## src/rtl/tick_scheduler.sv

```systemverilog
// Programmable tick divider: emits one-cycle tick pulses for a bounded or unlimited run.
// Define TICK_SCHEDULER_SQUARE_EN to build the CLKout square-wave register.
module tick_scheduler #(
    parameter int unsigned DIV_W       = 32,
    parameter int unsigned CNT_W       = 16,
    parameter int unsigned DEFAULT_DIV = 25000000
) (
    input  logic             CLKin,
    input  logic             clr,
    input  logic             cfg_valid,
    output logic             cfg_ready,
    input  logic [DIV_W-1:0] cfg_div,
    input  logic [CNT_W-1:0] cfg_count,
    input  logic             start,
    input  logic             pause,
    input  logic             stop,
    output logic             tick,
    output logic             CLKout,
    output logic             busy,
    output logic             done,
    output logic [CNT_W-1:0] ticks_left
);

    localparam logic [1:0] StIdle  = 2'd0;
    localparam logic [1:0] StRun   = 2'd1;
    localparam logic [1:0] StPause = 2'd2;
    localparam logic [1:0] StDone  = 2'd3;

    logic [1:0]       state_q, state_d;
    logic [DIV_W-1:0] cnt_q, cnt_d;
    logic [DIV_W-1:0] div_q, div_d;
    logic [CNT_W-1:0] count_q, count_d;
    logic [CNT_W-1:0] left_q, left_d;
    logic             xfer;
    logic             wrap;

    assign cfg_ready  = (state_q == StIdle) || (state_q == StDone);
    assign xfer       = cfg_valid && cfg_ready;
    assign wrap       = (cnt_q == (div_q - DIV_W'(1)));
    assign tick       = (state_q == StRun) && wrap;
    assign busy       = (state_q == StRun) || (state_q == StPause);
    assign done       = (state_q == StDone);
    assign ticks_left = left_q;

    always_comb begin
        state_d = state_q;
        cnt_d   = cnt_q;
        div_d   = div_q;
        count_d = count_q;
        left_d  = left_q;

        if (xfer) begin
            div_d   = (cfg_div == '0) ? DIV_W'(1) : cfg_div;
            count_d = cfg_count;
        end

        if (stop) begin
            state_d = StIdle;
            cnt_d   = '0;
            left_d  = '0;
        end else begin
            unique case (state_q)
                StIdle, StDone: begin
                    if (start) begin
                        state_d = StRun;
                        cnt_d   = '0;
                        // A same-cycle transfer takes effect for this run.
                        left_d  = xfer ? cfg_count : count_q;
                    end
                end
                StRun: begin
                    if (wrap) begin
                        cnt_d = '0;
                        if (count_q != '0) begin
                            left_d = left_q - CNT_W'(1);
                        end
                        // The final tick wins over a coincident pause.
                        if ((count_q != '0) && (left_q == CNT_W'(1))) begin
                            state_d = StDone;
                        end else if (pause) begin
                            state_d = StPause;
                        end
                    end else if (pause) begin
                        state_d = StPause;
                    end else begin
                        cnt_d = cnt_q + DIV_W'(1);
                    end
                end
                StPause: begin
                    if (start && !pause) begin
                        state_d = StRun;
                    end
                end
                default: state_d = StIdle;
            endcase
        end
    end

    always_ff @(posedge CLKin or posedge clr) begin
        if (clr) begin
            state_q <= StIdle;
            cnt_q   <= '0;
            div_q   <= DIV_W'(DEFAULT_DIV);
            count_q <= '0;
            left_q  <= '0;
        end else begin
            state_q <= state_d;
            cnt_q   <= cnt_d;
            div_q   <= div_d;
            count_q <= count_d;
            left_q  <= left_d;
        end
    end

`ifdef TICK_SCHEDULER_SQUARE_EN
    logic sq_q;

    always_ff @(posedge CLKin or posedge clr) begin
        if (clr) begin
            sq_q <= 1'b0;
        end else if (stop) begin
            sq_q <= 1'b0;
        end else if (tick) begin
            sq_q <= ~sq_q;
        end
    end

    assign CLKout = sq_q;
`else
    assign CLKout = 1'b0;
`endif

endmodule

```

## config.mk

```make
export PLATFORM = sky130hd
export DESIGN_NAME = tick_scheduler
export DESIGN_NICKNAME = d
export VERILOG_FILES = /design/src/rtl/tick_scheduler.sv
export SDC_FILE = /design/constraint.sdc
export NUM_CORES = 1
export LEC_CHECK = 0
export CORE_UTILIZATION = 45
export DETAILED_ROUTE_END_ITERATION = 12
export PLACE_DENSITY = 0.69
export RECOVER_POWER = 25
export SYNTH_ARGS = -nofsm -noshare
export SYNTH_HDL_FRONTEND = slang
export SYNTH_SLANG_ARGS = --single-unit
```

## constraint.sdc

```tcl
create_clock -name CLKin -period 3.65 [get_ports CLKin]
set_clock_uncertainty 0.2 [all_clocks]
set_input_delay 1.095 -clock CLKin [delete_from_list [all_inputs] [get_ports CLKin]]
set_output_delay 1.095 -clock CLKin [all_outputs]
set_load 0.03 [all_outputs]
```

==> qor_table.md <==
| Parameter | Reported |
|---|---|
| TritonRoute pass-1 iters | 5 |
| Cell taking the most area after synthesis | sky130_fd_sc_hd__dfrtp_1 |
| Arrival time at the worst endpoint | 2.99 ns |
| EDFF count, synth | 0 |
| Share of flip-flops with an asynchronous set or reset | 100% |
| Fraction of layout instances using a drive strength above 1 | 28.5% |
| Most common cell after layout, fill and taps aside | sky130_fd_sc_hd__buf_4 |
| Count of different cell masters after synthesis | 67 |
| Initial antenna violation count | 0 |
| Synth Area in Simple Gates | 24.8% |
| Starting density of the core | 46.1% |
| Post-synthesis area per instance | 9.62 um^2 |
| Leakage power | 3.32 nW |
| Number of buffers created by CTS | 9 |
| Clock root buffer master | sky130_fd_sc_hd__clkbuf_16 |
| Number of inserted filler cells in the final layout | 1109 |
| Clock latency on the worst-skew pair | 0.37 ns |
| Worst reg-to-reg setup slack | 0.08 ns |
| Sum of negative setup slack | -0.631 ns |
| Slew Limit Headroom | 26.8% |
| Register area share after synthesis | 40.4% |
| Post-placement worst setup slack | -0.412 ns |
| Layout Area Growth over Synthesis | 35.5% |
| Most used flip-flop cell after synthesis | sky130_fd_sc_hd__dfrtp_1 |
| Overall overflow remaining after global route | 0 |
| Final WL | 17.1 mm |
| Combined global-route utilization of all metal layers | 25.7% |
| Diodes inserted | 0 |
| Crit path max fanout | 3 |
| Largest family of logic cells by synthesized area | simple AND/OR/NAND/NOR gates |
| Top post-synthesis cells by area | sky130_fd_sc_hd__dfrtp_1, sky130_fd_sc_hd__mux2_2, sky130_fd_sc_hd__xnor2_1 |
| Post-synthesis instance total | 634 |
| Vias per std cell | 5.81 |
| Minimum period implied by the final worst setup slack | 4.28 ns |
| Number of H-tree branching levels | 3 |
| Top cell type's share of synthesized area | 35.3% |
| Setup-violating endpoint count in the final report | 1 |
| Worst flop-to-flop path startpoint | div_q[21] |
| Drc violations | 0 |
| Vias in the first global route | 5675 |
| Total clock sinks | 98 |
| Most used cells in the layout excluding fill and tap cells | sky130_fd_sc_hd__buf_4, sky130_fd_sc_hd__dfrtp_1, sky130_fd_sc_hd__clkdlybuf4s50_1, sky130_fd_sc_hd__nor2_1, sky130_fd_sc_hd__mux2_2 |
| Xor/xnor cell area share of the yosys netlist | 10.0% |
| Routed via count | 5665 |
| Failing checks | negative setup slack |
| Post-DP HPWL | 13.0 mm |
| Capturing element of the worst setup path | tick |
| Worst reg2reg path endpoint | ticks_left[13] |
| Width of the die | 118 um |
| Clock-pin slew of the registers on the worst-case setup and hold paths | 0.07 ns |
| Number of nets produced by synthesis | 695 |
| Last weighted congestion value of the routability-driven placer | 0.953 |
| Flops & latches, synth | 98 |
| Final Max Tran Viols | 0 |
| Portion of netlist area occupied by mux cells | 9.66% |
| Total standard cell area after synthesis | 6100 um^2 |
| Number of core rows | 42 |
| Share of the cycle needed by the critical path after routing | 117% |
| Critical path class | register to primary output |
| Worst Hold Margin | 0.330 ns |
| Worst Path Required | 2.35 ns |
| Core region area | 13200 um^2 |
| Worst min-delay path class | register to register |
| Number of hold-repair buffers added at the cts stage | 0 |
| Worst Slack Setup Final | -0.631 ns |
| Number of buffers on the longest clock path | 2 |
| Power after layout | 0.00607 W |
| Synth warnings | 0 |
| DRT iter0 DRCs | 380 |
| DRT antenna net count | 0 |
| Sort of element at the start of the critical path | register |
| Hold Fails Final Rpt | 0 |
| Total Nets Final | 855 |
| Upper clock frequency limit | 234 MHz |
| RSZ-0062 raised after global routing | yes |
| Pin slew with the least headroom to its limit | 1.10 ns |
| Max VDD drop | 0.402 mV |
| CP endpoint kind | primary output |
| Power Dens Cells | 734 nW/um^2 |
| Outcome | complete, but fails checks |
| Port-buffer cells | 73 |
| Wirelength per Cell | 17.5 um |
| I/O pin total | 75 |
| Arithmetic-cell share of the synthesized area counting full adders, half adders and majority gates | 1.44% |
| Max capacitance violation total | 0 |
| First-pass GRT wire length | 28.4 mm |
| Die area | 14000 um^2 |
| Number of cells on the worst reg-to-reg path | 12 |
| Launching element of the worst setup path | div_q[21] |
| Pin count of the biggest net entering global routing | 45 |
| Complex-gate fraction of the synthesized area | 10.5% |
| Chip height | 118 um |
| CTS tree | done |
-- where the power goes --
| part | internal, W | switching (W) | total (W) |
|---|---|---|---|
| clock network | 0.000551 | 0.000469 | 0.00102 |
| logic | 0.00151 | 0.00172 | 0.00324 |
| registers | 0.00150 | 0.000313 | 0.00181 |
-- cells by family after synthesis --
kind of cell | Yosys count
AND/OR/NAND/NOR | 274
flip-flops | 98
AO/OA/AOI/OAI | 85
XOR/XNOR | 70
multiplexers | 53
buffers and inverters | 46
adder cells (fa/ha/maj) | 7
other | 1
-- cells in the mapped netlist, types with 5 or more instances --
| cell | instances |
|---|---|
| sky130_fd_sc_hd__a21oi_1 | 14 |
| sky130_fd_sc_hd__a31oi_1 | 5 |
| sky130_fd_sc_hd__a32o_1 | 6 |
| sky130_fd_sc_hd__and3_1 | 7 |
| sky130_fd_sc_hd__and4_1 | 8 |
| sky130_fd_sc_hd__buf_2 | 6 |
| sky130_fd_sc_hd__clkbuf_1 | 18 |
| sky130_fd_sc_hd__dfrtp_1 | 86 |
| sky130_fd_sc_hd__dfstp_2 | 12 |
| sky130_fd_sc_hd__ha_1 | 7 |
| sky130_fd_sc_hd__inv_1 | 17 |
| sky130_fd_sc_hd__mux2_2 | 47 |
| sky130_fd_sc_hd__mux2i_1 | 6 |
| sky130_fd_sc_hd__nand2_1 | 43 |
| sky130_fd_sc_hd__nand3_1 | 19 |
| sky130_fd_sc_hd__nand4_1 | 24 |
| sky130_fd_sc_hd__nor2_1 | 65 |
| sky130_fd_sc_hd__nor3_1 | 22 |
| sky130_fd_sc_hd__nor4_1 | 32 |
| sky130_fd_sc_hd__o211ai_1 | 6 |
| sky130_fd_sc_hd__o21ai_0 | 10 |
| sky130_fd_sc_hd__o2bb2ai_1 | 8 |
| sky130_fd_sc_hd__or3_1 | 15 |
| sky130_fd_sc_hd__or4_1 | 9 |
| sky130_fd_sc_hd__xnor2_1 | 38 |
| sky130_fd_sc_hd__xor2_1 | 32 |
-- registers in the layout, indices dropped and copies added (netlist names) --
| signal | cells |
|---|---|
| state_q | 2 |
| div_q | 32 |
| cnt_q | 32 |
| ticks_left | 16 |
| count_q | 16 |
-- worst min path at each step --
stage	startpoint	endpoint	slack, ns	cells after the start
floorplan	count_q[10]	count_q[10]	0.28	2
global placement	count_q[5]	count_q[5]	0.31	1
detailed placement	count_q[3]	count_q[3]	0.31	1
CTS	count_q[3]	count_q[3]	0.33	1
global route	count_q[0]	count_q[0]	0.35	1
finish	count_q[3]	count_q[3]	0.33	1
-- layout make-up --
cell class              count  area (um^2)  share of cell area [%]
clock buffers               9          225                    2.72
clock inverters             7         88.8                    1.07
inverters                  17         65.1                   0.787
multi-input cells         490         3670                    44.3
flip-flops and latches     98         2470                    29.8
well taps                 176          220                    2.66
repair buffers            178         1530                    18.6
-- worst max-delay path: stages, from the launching register on --
cell and delay [ns]:
sky130_fd_sc_hd__dfstp_2 0.38, sky130_fd_sc_hd__or4_4 0.54, sky130_fd_sc_hd__or4_4 0.57, sky130_fd_sc_hd__or4_4 0.50, sky130_fd_sc_hd__o211ai_1 0.17, sky130_fd_sc_hd__nor4_4 0.06
sky130_fd_sc_hd__nand4_1 0.10, sky130_fd_sc_hd__buf_4 0.14, sky130_fd_sc_hd__nor2_4 0.03, sky130_fd_sc_hd__buf_6 0.13
-- per-layer routing --
| metal | vias to the layer above | global-route usage (%) | part of all wire [%] |
|---|---|---|---|
| met5 | - | 0 | 0 |
| met4 | 0 | 10.6 | 2.4 |
| met3 | 26 | 3.52 | 4.8 |
| met2 | 161 | 42.1 | 47 |
| met1 | 2799 | 34.2 | 46 |
| li1 | 2679 | - | - |
-- what timing repair did --
| action | 4_1_cts | 5_1_grt |
|---|---|---|
| gates cloned | 0 | 0 |
| gates resized for setup | 25 | 14 |
| buffers inserted | 3 | 0 |
| pin swaps | 12 | 7 |
| setup endpoints to repair | 1 | 9 |
-- per-stage QoR --
stage               utilization (%)  std cells  instance area, um^2
floorplan                         -        634                 6120
global placement               58.4        956                 7740
detailed placement             58.4        956                 7740
CTS                            62.1        975                 8220
global route                   62.4        975                 8270
finish                         62.4        975                 8270
No activity file was read; power rests on OpenSTA's default activity.
